--- src/rtl/chunk_adder.sv ---
// Multi-cycle adder: sums two WIDTH-bit operands CHUNK bits per clock,
// rippling the carry through a register between chunks.
module chunk_adder #(
  parameter int unsigned WIDTH = 32,
  parameter int unsigned CHUNK = 8
) (
  input  logic             clk,
  input  logic             rst_n,
  input  logic             in_valid,
  output logic             in_ready,
  input  logic [WIDTH-1:0] a,
  input  logic [WIDTH-1:0] b,
  input  logic             cin,
  output logic             out_valid,
  input  logic             out_ready,
  output logic [WIDTH-1:0] sum,
  output logic             cout
);

  localparam int unsigned NCHUNK = WIDTH / CHUNK;
  localparam int unsigned CW     = (NCHUNK > 1) ? $clog2(NCHUNK) : 1;
  localparam logic [CW-1:0] LAST = CW'(NCHUNK - 1);

  if (WIDTH % CHUNK != 0) begin : g_bad_chunk
    $error("chunk_adder: WIDTH must be a multiple of CHUNK");
  end

  typedef enum logic [1:0] {IDLE, CALC, DONE} state_e;

  state_e           state_q;
  logic [WIDTH-1:0] a_q, b_q, sum_q;
  logic [CW-1:0]    cnt_q;
  logic             carry_q, cout_q;
  logic [CHUNK:0]   chunk_d;

  // Operands shift right each CALC cycle so the active chunk is always at bit 0.
  always_comb begin
    chunk_d = {1'b0, a_q[CHUNK-1:0]} + {1'b0, b_q[CHUNK-1:0]} + (CHUNK+1)'(carry_q);
  end

  always_ff @(posedge clk or negedge rst_n) begin
    if (!rst_n) begin
      state_q <= IDLE;
      a_q     <= '0;
      b_q     <= '0;
      sum_q   <= '0;
      cnt_q   <= '0;
      carry_q <= 1'b0;
      cout_q  <= 1'b0;
    end else begin
      case (state_q)
        IDLE: begin
          if (in_valid) begin
            a_q     <= a;
            b_q     <= b;
            carry_q <= cin;
            cnt_q   <= '0;
            state_q <= CALC;
          end
        end
        CALC: begin
          a_q     <= a_q >> CHUNK;
          b_q     <= b_q >> CHUNK;
          carry_q <= chunk_d[CHUNK];
          cnt_q   <= cnt_q + CW'(1);
          for (int unsigned i = 0; i < NCHUNK; i++) begin
            if (cnt_q == CW'(i)) sum_q[i*CHUNK +: CHUNK] <= chunk_d[CHUNK-1:0];
          end
          if (cnt_q == LAST) begin
            cout_q  <= chunk_d[CHUNK];
            state_q <= DONE;
          end
        end
        DONE: begin
          if (out_ready) state_q <= IDLE;
        end
        default: state_q <= IDLE;
      endcase
    end
  end

  assign in_ready  = (state_q == IDLE);
  assign out_valid = (state_q == DONE);
  assign sum       = sum_q;
  assign cout      = cout_q;

endmodule

--- config.mk ---
export PLATFORM = sky130hd
export DESIGN_NAME = chunk_adder
export DESIGN_NICKNAME = d
export VERILOG_FILES = /design/src/rtl/chunk_adder.sv
export SDC_FILE = /design/constraint.sdc
export NUM_CORES = 1
export LEC_CHECK = 0
export BUFFER_PORTS_ARGS = -buffer_cell sky130_fd_sc_hd__clkbuf_2
export CORE_ASPECT_RATIO = 1.5
export CORE_MARGIN = 2
export CORE_UTILIZATION = 30
export CTS_BUF_LIST = sky130_fd_sc_hd__clkbuf_4 sky130_fd_sc_hd__clkbuf_8
export DETAILED_ROUTE_END_ITERATION = 16
export HOLD_SLACK_MARGIN = 0.08
export PLACE_DENSITY = 0.55
export SYNTH_ARGS = -nofsm -noshare
export SYNTH_HDL_FRONTEND = slang
export SYNTH_SLANG_ARGS = --single-unit
--- constraint.sdc ---
create_clock -name clk -period 2.9 [get_ports clk]
set_clock_uncertainty 0.1 [all_clocks]
set_input_delay 0.58 -clock clk [delete_from_list [all_inputs] [get_ports clk]]
set_output_delay 0.58 -clock clk [all_outputs]
set_load 0.01 [all_outputs]
==> run metrics <==
Die W 110 µm; min Tclk post-route 2.37 ns; final instance area 5940 µm²; Top FF cell, synth dfrtp_1; GP Congestion 0.763; pre-CTS setup slack 0.528 ns; CTS tree yes; Clock Tree Buf Depth 2; run status finished clean; DP Wirelength 9.88 mm; CP top delay family adder cells; Post-CTS Resized 0; fin crit share 0.816; maxcap violations 0; Die ar. 18100 µm²; Tightest Hold Check Type input port to async pin; row count 58; WL final 13.9 mm; cell count after synthesis 485; register bit count reported by yosys 102; # IOs 104; DRC viols 0; Worst Tran Pin Value 0.687 ns; commonest non-fill, non-tap cell in the layout clkbuf_2; via count 4040; layout cells sized above 1 0.265; Detailed Route Iter0 Violations 301; Crit Path Category register to register; clk_lat worst skew 0.38 ns; Post-Syn Nets 567; initial antenna violation count 0; max-slew violations 0; Avg Synthesized Cell Area 10.5 µm²; Slowest-stage cell, CP fa_1; CP dominant cell by count fa_1; Yosys warning total 0; Power Density 1050 nW/µm²; DRT antenna net count 0; height of the die 164 µm; number of synthesized flops with an enable pin 0; Total GRT Usage 0.160; Pre-antenna DRT Iters 4; Fin. Hold Viols 0; initial core utilization 0.305; H-tree Lvls 3; Fillers 1758; Lkg Pwr 2.75 nW; Core Box Area 16700 µm²; post-synthesis sequential area ratio 0.501; antenna cells 0; CP required 3.05 ns; Max Clk Rate 422 MHz; largest net degree at the start of global routing 49; most frequent cells in the layout 102 x clkbuf_2, 100 x dfrtp_1, 55 x a21oi_1; drt wl/cell 17.7 µm; Finish-stage setup viols 0; first-pass GRT wire length 22.1 mm; CTS root buf clkbuf_8; GRT overflow 0; Worst Setup Start Kind register; CP bufs+invs 0; largest fanout on the critical path 5; Synth Cell Area 5090 µm²; Worst Setup End Kind register; clock-pin transition on the worst setup and hold timing paths 0.11 ns; Fin Hold WS 0.0937 ns; postcts setup bufs 0; worst-path cell chain fa_1, fa_1, a211oi_2, o21bai_4, a21oi_1, o31ai_1; Reg2Reg Setup Slack 0.53 ns; ys async rst share 1.00; cts hold-fix bufs 0; Slew HR 0.541; dpl cell area 5760 µm²; Buffers on Ports 103; RSZ-0062 raised after global routing no; Num CTS Buffers 9; synthesis-to-layout area growth 16.7%; post-synth cell types 37; number of global-route vias before repair 4032; largest stage delay on the critical path 0.50 ns; Worst EP arrival 2.52 ns; TritonCTS Sinks 102; Peak supply drop 361 µV; setup TNS 0 ns; nets 655; final setup margin 0.533 ns; Power, Total 6.23 mW; routed vias/inst 5.13
==> cell families (layout without fill, tap and decap cells) <==
group / after synthesis / after routing / share of synthesized area
AO/OA/AOI/OAI: 211 / 211 / 0.262
multiplexers: 17 / 17 / 0.0369
XOR/XNOR: 4 / 4 / 0.00688
AND/OR/NAND/NOR: 98 / 98 / 0.116
adder cells (fa/ha/maj): 13 / 13 / 0.0349
buffers and inverters: 40 / 133 / 0.0423
flip-flops: 102 / 102 / 0.501
==> state kept, by name (all words and copies together), names as in the netlist <==
register  cells
state_q       2
cout          1
cnt_q         2
sum          32
a_q          32
b_q          32
carry_q       1
==> path summary, 6_finish.rpt <==
path / endpoint / cells past startpoint / from
min in group clk: state_q[1] / 2 / out_ready
hold / removal: a_q[29] / 1 / rst_n
setup reg to reg: cout / 6 / a_q[0]
setup / recovery: cout / 6 / a_q[0]
max in group asynchronous: sum[30] / 2 / rst_n
hold reg to reg: sum[19] / 2 / sum[19]
==> Yosys cell counts, types with 4 or more instances <==
library cell / instances / area share
o21ai_0: 49 / 0.048
mux2_2: 6 / 0.013
o211ai_1: 5 / 0.0074
dfrtp_1: 102 / 0.50
nand2_1: 22 / 0.016
ha_1: 11 / 0.027
clkbuf_1: 9 / 0.0066
buf_2: 16 / 0.016
a22o_1: 17 / 0.029
inv_1: 4 / 0.0029
mux2i_1: 9 / 0.018
o21ai_1: 20 / 0.020
o31ai_1: 6 / 0.0088
a22oi_1: 49 / 0.072
nor2_1: 12 / 0.0088
a21oi_1: 55 / 0.054
nand2b_1: 6 / 0.0074
buf_4: 8 / 0.012
nor2b_1: 50 / 0.061
==> final cells by class <==
cell class	instances	area [µm²]	area share
Inverter	4	15.0	0.00253
Tap cell	210	263	0.0442
Clock inverter	6	53.8	0.00905
Sequential cell	102	2550	0.430
Timing Repair Buffer	113	593	0.0998
Clock buffer	10	131	0.0221
Multi-Input combinational cell	343	2330	0.392
==> power breakdown <==
| group | leakage, nW | total [mW] | internal, mW | switching, mW |
|---|---|---|---|---|
| Clock | 0.0928 | 0.880 | 0.338 | 0.542 |
| Combinational | 1.34 | 2.84 | 1.20 | 1.64 |
| Sequential | 1.32 | 2.51 | 2.02 | 0.493 |
| Total | 2.75 | 6.23 | 3.55 | 2.68 |
==> metal layers <==
layer  vias up  track usage  share of wire  routed length [µm]
met5         -            0              0                   0
met4         0       0.0443          0.012                 169
met3        10       0.0259          0.040                 554
met2        83        0.274           0.53                7370
met1      2014        0.208           0.42                5830
li1       1933            -              -                   -
==> metrics by stage <==
| step | cells | util |
|---|---|---|
| floorplan | 485 | - |
| global placement | 772 | 0.345 |
| detailed placement | 772 | 0.345 |
| CTS | 788 | 0.356 |
| global route | 788 | 0.356 |
| finish | 788 | 0.356 |
Power figures use the tool's default switching activity.
